**src/rtl/output_limiter.sv**
```systemverilog
// Output limiter: envelope-following gain control, serial Q1.15 multiply, saturation to BITSIZE.
// Latency 20 cycles from sample_valid to out_valid; samples arriving while busy are dropped and flag overrun.
module output_limiter #(
   parameter int BITSIZE = 16
) (
   input  logic               clk,
   input  logic               rst,
   input  logic               sample_valid,
   input  logic [BITSIZE-1:0] in_a,
   input  logic [BITSIZE-1:0] in_b,
   input  logic [BITSIZE-1:0] threshold,
   input  logic [3:0]         attack,
   input  logic [3:0]         release_sh,   // "release" is a reserved word
   input  logic               bypass,
   input  logic               overrun_clr,
   output logic [BITSIZE-1:0] out,
   output logic               out_valid,
   output logic               clip,
   output logic               overrun,
   output logic               busy,
   output logic [BITSIZE-1:0] gain
);

   localparam int W  = BITSIZE;
   localparam int CW = $clog2(BITSIZE);

   localparam logic [2:0] IDLE = 3'd0;
   localparam logic [2:0] MAG  = 3'd1;
   localparam logic [2:0] CTRL = 3'd2;
   localparam logic [2:0] MUL  = 3'd3;
   localparam logic [2:0] SAT  = 3'd4;

   localparam logic [W-1:0]          UNITY   = {1'b1, {(W-1){1'b0}}};
   localparam logic signed [2*W:0]   RES_MAX = {{(W+2){1'b0}}, {(W-1){1'b1}}};
   localparam logic signed [2*W:0]   RES_MIN = ~RES_MAX;

   logic [2:0]            state_q, state_d;
   logic [W:0]            sum_q, sum_d;
   logic [W-1:0]          mag_q, mag_d;
   logic [W-1:0]          env_q, env_d;
   logic [W-1:0]          gain_q, gain_d;
   logic signed [2*W:0]   mcand_q, mcand_d;
   logic signed [2*W:0]   acc_q, acc_d;
   logic [W-1:0]          mplier_q, mplier_d;
   logic [CW-1:0]         cnt_q, cnt_d;
   logic [W-1:0]          out_q, out_d;
   logic                  out_valid_q, out_valid_d;
   logic                  clip_q, clip_d;
   logic                  overrun_q, overrun_d;

   logic [W:0]            abs_v;
   logic [W-1:0]          step_v;
   logic [W-1:0]          env_new;
   logic [W-1:0]          gain_new;
   logic signed [2*W:0]   res_v;

   always_comb begin
      state_d     = state_q;
      sum_d       = sum_q;
      mag_d       = mag_q;
      env_d       = env_q;
      gain_d      = gain_q;
      mcand_d     = mcand_q;
      acc_d       = acc_q;
      mplier_d    = mplier_q;
      cnt_d       = cnt_q;
      out_d       = out_q;
      out_valid_d = 1'b0;
      clip_d      = clip_q;
      overrun_d   = overrun_q;
      abs_v       = '0;
      step_v      = '0;
      env_new     = env_q;
      gain_new    = gain_q;
      res_v       = acc_q >>> (W-1);

      // Set beats clear when both happen in the same cycle.
      if (sample_valid && state_q != IDLE) begin
         overrun_d = 1'b1;
      end else if (overrun_clr) begin
         overrun_d = 1'b0;
      end

      case (state_q)
         IDLE: begin
            if (sample_valid) begin
               sum_d   = {in_a[W-1], in_a} + {in_b[W-1], in_b};
               state_d = MAG;
            end
         end
         MAG: begin
            abs_v   = sum_q[W] ? (~sum_q + 1'b1) : sum_q;
            mag_d   = abs_v[W] ? {W{1'b1}} : abs_v[W-1:0];
            state_d = CTRL;
         end
         CTRL: begin
            if (mag_q > env_q) begin
               env_new = env_q + ((mag_q - env_q) >> attack);
            end else begin
               env_new = env_q - ((env_q - mag_q) >> release_sh);
            end
            if (bypass) begin
               gain_new = UNITY;
            end else if (env_new > threshold) begin
               step_v   = gain_q >> attack;
               if (step_v == '0) step_v = {{(W-1){1'b0}}, 1'b1};
               gain_new = (gain_q > step_v) ? (gain_q - step_v) : '0;
            end else begin
               step_v   = (UNITY - gain_q) >> release_sh;
               if (step_v == '0) step_v = {{(W-1){1'b0}}, 1'b1};
               gain_new = ((UNITY - gain_q) <= step_v) ? UNITY : (gain_q + step_v);
            end
            env_d    = env_new;
            gain_d   = gain_new;
            mplier_d = gain_new;
            mcand_d  = {{W{sum_q[W]}}, sum_q};
            acc_d    = '0;
            cnt_d    = '0;
            state_d  = MUL;
         end
         MUL: begin
            if (mplier_q[0]) acc_d = acc_q + mcand_q;
            mcand_d  = mcand_q <<< 1;
            mplier_d = mplier_q >> 1;
            cnt_d    = cnt_q + 1'b1;
            if (cnt_q == CW'(W-1)) state_d = SAT;
         end
         SAT: begin
            if (res_v > RES_MAX) begin
               out_d  = {1'b0, {(W-1){1'b1}}};
               clip_d = 1'b1;
            end else if (res_v < RES_MIN) begin
               out_d  = {1'b1, {(W-1){1'b0}}};
               clip_d = 1'b1;
            end else begin
               out_d  = res_v[W-1:0];
               clip_d = 1'b0;
            end
            out_valid_d = 1'b1;
            state_d     = IDLE;
         end
         default: state_d = IDLE;
      endcase
   end

   always_ff @(posedge clk) begin
      if (rst) begin
         state_q     <= IDLE;
         sum_q       <= '0;
         mag_q       <= '0;
         env_q       <= '0;
         gain_q      <= UNITY;
         mcand_q     <= '0;
         acc_q       <= '0;
         mplier_q    <= '0;
         cnt_q       <= '0;
         out_q       <= '0;
         out_valid_q <= 1'b0;
         clip_q      <= 1'b0;
         overrun_q   <= 1'b0;
      end else begin
         state_q     <= state_d;
         sum_q       <= sum_d;
         mag_q       <= mag_d;
         env_q       <= env_d;
         gain_q      <= gain_d;
         mcand_q     <= mcand_d;
         acc_q       <= acc_d;
         mplier_q    <= mplier_d;
         cnt_q       <= cnt_d;
         out_q       <= out_d;
         out_valid_q <= out_valid_d;
         clip_q      <= clip_d;
         overrun_q   <= overrun_d;
      end
   end

   assign out       = out_q;
   assign out_valid = out_valid_q;
   assign clip      = clip_q;
   assign overrun   = overrun_q;
   assign busy      = (state_q != IDLE) | out_valid_q;
   assign gain      = gain_q;

endmodule

```
**config.mk**
```make
export PLATFORM = sky130hd
export DESIGN_NAME = output_limiter
export DESIGN_NICKNAME = d
export VERILOG_FILES = /design/src/rtl/output_limiter.sv
export SDC_FILE = /design/constraint.sdc
export NUM_CORES = 1
export LEC_CHECK = 0
export ABC_AREA = 0
export ABC_CLOCK_PERIOD_IN_PS = 11400
export CAP_MARGIN = 20
export CORE_MARGIN = 8
export CORE_UTILIZATION = 39
export CTS_CLUSTER_SIZE = 40
export DETAILED_ROUTE_END_ITERATION = 6
export SYNTH_ARGS = -nofsm -noshare
export SYNTH_HDL_FRONTEND = slang
export SYNTH_SLANG_ARGS = --single-unit
```
**constraint.sdc**
```tcl
create_clock -name clk -period 11.4 [get_ports clk]
set_input_delay 2.28 -clock clk [delete_from_list [all_inputs] [get_ports clk]]
set_output_delay 2.28 -clock clk [all_outputs]
set_load 0.02 [all_outputs]
```
==> results of run 1 <==
==> cell usage after synthesis (19+ instances only) <==
library cell    n  area [um2]
nor2_1        226         848
a21oi_1       219        1100
nand2_1       191         717
dfxtp_1       173        3460
ha_1          162        2030
inv_1         120         450
clkbuf_1      108         405
o21ai_0        92         460
xnor2_1        85         744
mux2i_1        76         761
nor3_1         76         380
a211oi_1       67         503
nand3_1        59         295
a21o_1         55         413
xor2_1         55         482
nor2b_1        30         188
nand4_1        28         175
and3_1         25         156
o21a_1         24         180
nand2b_1       23         144
or3_1          21         131
a31oi_1        19         119
==> worst min-delay path by stage <==
stage                                  endpoint  cells past startpoint  slack [ns]                   from
after floorplan           acc_q[2]$_SDFFE_PP0P_                      2        0.44  acc_q[2]$_SDFFE_PP0P_
after global placement      out[6]$_SDFFE_PP0P_                      2        0.44    out[6]$_SDFFE_PP0P_
after detailed placement    out[6]$_SDFFE_PP0P_                      2        0.45    out[6]$_SDFFE_PP0P_
after CTS                   out[6]$_SDFFE_PP0P_                      2        0.46    out[6]$_SDFFE_PP0P_
after global routing        out[6]$_SDFFE_PP0P_                      2        0.47    out[6]$_SDFFE_PP0P_
final                       out[6]$_SDFFE_PP0P_                      2        0.46    out[6]$_SDFFE_PP0P_
==> metal layers <==
metal	wire, um	global-route usage (%)
met1	23900	26.7
met2	24200	34.4
met3	2300	2.12
met4	997	5.42
met5	0	0
==> state kept, by name, summed over array words and instances, names as in the netlist, 4 cells and up <==
register  count
acc_q        33
mcand_q      33
sum_q        17
env_q        16
gain         16
mag_q        16
mplier_q     16
out          16
cnt_q         4
==> worst max-delay path, delay by kind of cell <==
| family | cells | cell delay [ns] |
|---|---|---|
| compound gates | 14 | 3.01 |
| simple gates | 11 | 2.14 |
| buf+inv | 4 | 0.94 |
| fa+ha+maj | 3 | 0.83 |
| mux | 2 | 0.43 |
| xor+xnor | 1 | 0.10 |
==> per-stage QoR <==
step	cells	hold slack [ns]
6_report	2775	0.456
5_1_grt	2775	0.469
4_1_cts	2773	0.458
3_5_place_dp	2741	0.446
3_3_place_gp	2741	0.443
2_1_floorplan	2215	0.436
==> power by group through the flow <==
stage	clock network, mW	logic, mW	registers, mW
after floorplan	0	3.19	0.747
after global placement	0	4.22	0.799
after detailed placement	0	4.27	0.798
after CTS	0.619	4.29	0.785
after global routing	0.642	4.78	0.795
final	0.605	4.33	0.786
==> cells in the final DEF, fill, tap and decap left out, drive strengths merged, types with 16 or more instances in the layout <==
cell type	count
ha	162
nor2	226
inv	128
nor2b	31
nor3	76
a21o	55
o21ai	99
buf	28
o21a	24
xnor2	85
or3	21
nand4	28
and3	26
a211oi	67
mux2i	76
a21oi	220
clkdlybuf4s50	93
nand3	59
a31oi	19
a22oi	16
dfxtp	173
xor2	55
nand2b	23
nand2	191
mux4	18
clkbuf	17
==> cell type report <==
type | instances | area, um2 | area share (%)
Clock buffer | 17 | 425 | 2.28
Multi-Input combinational cell | 1790 | 12300 | 65.9
Inverter | 120 | 450 | 2.42
Clock inverter | 15 | 188 | 1.01
Tap cell | 539 | 674 | 3.62
Timing Repair Buffer | 121 | 1150 | 6.18
Sequential cell | 173 | 3460 | 18.6
==> kinds of logic after synthesis <==
family          Yosys count  synth area share, %
buf+inv                 252                 5.78
fa+ha+maj               169                 13.0
flops                   173                 20.8
simple gates            742                 21.0
xor+xnor                140                 7.35
mux                     106                 7.80
compound gates          633                 24.3
==> flow_metrics.tcl, run 1 <==
set metrics [dict create \
    grt_pass1_vias 15520 \
    die_h_um 223 \
    synth-edff-count 0 \
    antenna_found_initial 0 \
    design_area_um2 18600 \
    critical_path_required_ns 11.77 \
    async_reset_ff_share_pct 0 \
    synth_area_per_cell_um2 7.53 \
    synth_nets 2445 \
    final_max_slew_viol_count 0 \
    switchingPower_mw 2.98 \
    p_comb_share_pct 75.7 \
    hpwl_mm 39.2 \
    die_w_um 223 \
    ctsLongestPathBuffers 2 \
    setup_viol 0 \
    ios 97 \
    h-tree-depth 4 \
    antenna_cells 0 \
    cts_tree "yes" \
    cp-startpoint "attack[1]" \
    reg2reg_to "mplier_q[2]$_SDFFE_PP0P_" \
    drt-total-wl_mm 51.5 \
    drv_cap 0 \
    clk_pin_slew_ns 0.08 \
    rr_worst_depth 42 \
    crit_path_end_kind "flip-flop" \
    p_per_area_nw_per_um2 307 \
    p_int_mw 2.74 \
    path_max_fanout 16 \
    worst_pin_slew_ns 0.937 \
    rows 75 \
    cp_slowest_cell "or3_1" \
    yosysSeqAreaShare_pct 20.8 \
    skew_ns 0.0231 \
    p_leak_nw 7.78 \
    holdBufCountCts 0 \
    root_buffer "clkbuf_16" \
    gr-total-overflow 0 \
    crit_top_cell "ha_1" \
    synth_ff_type "dfxtp_1" \
    grt_usage_pct 20.2 \
    die_area_um2 49700 \
    final_antenna_net_count 0 \
    tns_ns 0 \
    p_sw_share_pct 52.1 \
    synth_cell_types 84 \
    routed_via_density 5.82 \
    period_needed_ns 9.37 \
    num-fill-cells 4210 \
    worstReg2RegStart "env_q[0]$_SDFFE_PP0P_" \
    drc 0 \
    status "finished, final reports clean" \
    worst_slack_ns 2.03 \
    power_frac_seq_pct 13.7 \
    r2r_slack_ns 2.14 \
    gp_congestion 0.939 \
    syn_area_um2 16700 \
    postLayoutCoreUtil_pct 44.2 \
    numPortBuffers 96 \
    cts_made_buffers 17 \
    vias 16146 \
    critPathLaunchType "input port" \
    cts.repair.resized 0 \
    areaGrowthSynthToFinish_pct 11.7 \
    core_area_um2 42100 \
    max_freq_ghz 0.107 \
    grt_max_degree 92 \
    finalHoldViolCount 0 \
    post_cts_buffers 0 \
    drt-initial-drc-count 1195 \
    start_util_pct 39.6 \
    crit_end "mplier_q[14]$_SDFFE_PP0P_" \
    firstDrtPassIters 5 \
    crit_path_max_incr_delay_ns 0.42 \
    post-route-period-util_pct 82.2 \
    peakVddDrop_uv 180 \
    synth_cells 2215 \
    layout-drive-gt1-share_pct 5.37 \
    fin_total_pwr_mw 5.72 \
    cp.arrival_ns 9.74 \
    ys_ff_latch 173 \
    fin_nets 2453 \
    ys_warn_count 0 \
    cts_num_sinks 173 \
    grt_first_pass_wirelength_mm 83.1 \
    place_ws_ns 1.73 \
    relSlewSlack_pct 37.6 \
    wl_per_cell_um 18.6 \
    clk_latency_ns 0.45 \
    hp-class "reg -> reg" \
    power_frac_clock_pct 10.6 \
    rsz0062_at_grt "false" \
    placedInstanceArea_um2 18000 \
    path_class "in -> reg" \
]
Note: power is estimated with default switching activity, not from simulation.
==> inputs of run 2 (changes only) <==
ABC_CLOCK_PERIOD_IN_PS = 8470   (was 11400)
clock period = 8.47 ns   (was 11.4 ns; I/O delays follow)
==> run 2 against run 1 <==
Effect of this change:
- clock skew decreased by 0.0059 ns
- the run now ends with DRC left
- largest cell class unchanged
- sequential share of layout area decreased by 0.88 points
- highest routed layer unchanged
- via count increased by 2.3%
- largest power group unchanged
- cell count increased by 3.7%
==> flow_metrics.tcl, run 2 (same netlist as run 1, synthesis figures left out) <==
set metrics [dict create \
    status "finished with violations" \
    violations "DRC" \
    gp_congestion 0.924 \
    grt.busiest_layer "met2" \
    drt-total-wl_mm 53.0 \
    hp-class "reg -> reg" \
    gr-usage-met2_pct 34.3 \
    grt_pass1_vias 15847 \
    cts_tree "yes" \
    grt_first_pass_wirelength_mm 84.8 \
    antenna_found_initial 0 \
    r2r_slack_ns 0.34 \
    rr_worst_depth 41 \
    critPathLaunchType "flip-flop" \
    hold_path.startpoint "out[10]$_SDFFE_PP0P_" \
    vias 16510 \
    grt_max_degree 105 \
    worst_pin_slew_ns 1.16 \
    finalHoldViolCount 0 \
    postLayoutCoreUtil_pct 46.6 \
    clk_pin_slew_ns 0.08 \
    cp.arrival_ns 8.43 \
    drc 2 \
    root_buffer "clkbuf_16" \
    h-tree-depth 4 \
    clk_latency_ns 0.45 \
    setup_viol 0 \
    ios 97 \
    relSlewSlack_pct 21.9 \
    hpwl_mm 41.1 \
    crit_path_end_kind "flip-flop" \
    die_w_um 223 \
    register_area_um2 3470 \
    die_area_um2 49700 \
    holdPathEnd "out[10]$_SDFFE_PP0P_" \
    numPortBuffers 96 \
    ctsLongestPathBuffers 2 \
    use_met1_pct 27.4 \
    p_leak_nw 8.34 \
    fin_nets 2556 \
    skew_ns 0.0172 \
    holdWs_ns 0.451 \
    peakVddDrop_uv 257 \
    final_max_slew_viol_count 0 \
    cp_slowest_cell "mux4_2" \
    wl_per_cell_um 18.4 \
    drt-initial-drc-count 1189 \
    crit_path_max_incr_delay_ns 0.54 \
    grt_usage_pct 20.6 \
    areaGrowthSynthToFinish_pct 17.5 \
    top_regs "acc_q x33, mcand_q x33, sum_q x17" \
    final_cells 2878 \
    p_per_area_nw_per_um2 441 \
    rows 75 \
    place_ws_ns -0.141 \
    path_class "reg -> reg" \
    period_needed_ns 8.13 \
    reg2reg_to "mplier_q[8]$_SDFFE_PP0P_" \
    core_area_um2 42100 \
    multi_input_area_um2 12400 \
    num-fill-cells 4203 \
    met3_usage_pct 2.29 \
    antenna_cells 0 \
    min_path_cells 2 \
    holdBufCountCts 0 \
    worstReg2RegStart "env_q[5]$_SDFFE_PP0P_" \
    path_max_fanout 13 \
    drv_cap 0 \
    tns_ns 0 \
    final_cell_mix "225 x nor2_1, 212 x a21oi_1, 190 x nand2_1" \
    post-route-period-util_pct 96.0 \
    die_h_um 223 \
    crit_top_cell "buf_4" \
    design_area_um2 19600 \
    worst_slack_ns 0.338 \
    placedInstanceArea_um2 18800 \
    max_freq_ghz 0.123 \
    routed_via_density 5.74 \
    fin_total_pwr_mw 8.65 \
    start_util_pct 39.6 \
    cts_num_sinks 173 \
    mostFrequentLayoutCell "nor2_1" \
    gr-total-overflow 0 \
    firstDrtPassIters 7 \
    layout-drive-gt1-share_pct 10.9 \
    place_inst 2835 \
    critical_path_required_ns 8.76 \
    final_antenna_net_count 0 \
    cts_made_buffers 17 \
]
[run 2: changes by cell type in the layout (fill, tap and decap cells not counted), moves of 6 or more]
| cell | previous run | this run |
|---|---|---|
| a21oi_2 | 0 | 6 |
| o21ai_1 | 7 | 16 |
| a211oi_2 | 0 | 7 |
| a21oi_1 | 219 | 212 |
| buf_4 | 23 | 121 |
| o21ai_0 | 92 | 81 |
| a211oi_1 | 67 | 60 |
[run 2: area by class of cell]
class	count	share of cell area, %
repair buffers	224	10.1
inverters	120	2.30
well taps	539	3.44
multi-input cells	1790	63.4
flip-flops and latches	173	17.7
clock inverters	14	0.810
clock buffers	18	2.24
[run 2: worst max-delay path by stage]
stage | from | to | cells after the start
after floorplan | attack[1] | mplier_q[14]$_SDFFE_PP0P_ | 29
after global placement | mag_q[0]$_SDFFE_PP0P_ | mplier_q[14]$_SDFFE_PP0P_ | 39
after detailed placement | attack[1] | mplier_q[14]$_SDFFE_PP0P_ | 38
after CTS | mag_q[0]$_SDFFE_PP0P_ | mplier_q[2]$_SDFFE_PP0P_ | 44
after global routing | env_q[5]$_SDFFE_PP0P_ | mplier_q[1]$_SDFFE_PP0P_ | 42
final | env_q[5]$_SDFFE_PP0P_ | mplier_q[8]$_SDFFE_PP0P_ | 41
[run 2: worst max-delay path, delay by kind of cell (launching register included)]
family,cells,cell delay (ns)
AOI/OAI and AO/OA,10,2.00
and+or+nand+nor,12,1.92
buffers and inverters,10,1.40
adders and majority gates,4,1.02
muxes,3,0.98
DFF,1,0.39
xor gates and xnor gates,2,0.27
[run 2: report_power, final]
part           total (mW)  switching [mW]  internal, mW
combinational        6.80            3.76          3.04
sequential           1.05           0.148         0.906
clock               0.804           0.356         0.448
[run 2: metal layers]
metal	share of wire (%)	wire (um)
met2	47	24900
met5	0	0
met4	2.7	1440
met3	4.0	2110
met1	46	24600
[run 2: timing repair]
action | in CTS | in global routing
setup endpoints to repair | 30 | 32
resized for setup | 8 | 46
buffers inserted | 3 | 7
pin swaps | 0 | 16
gates cloned | 0 | 1
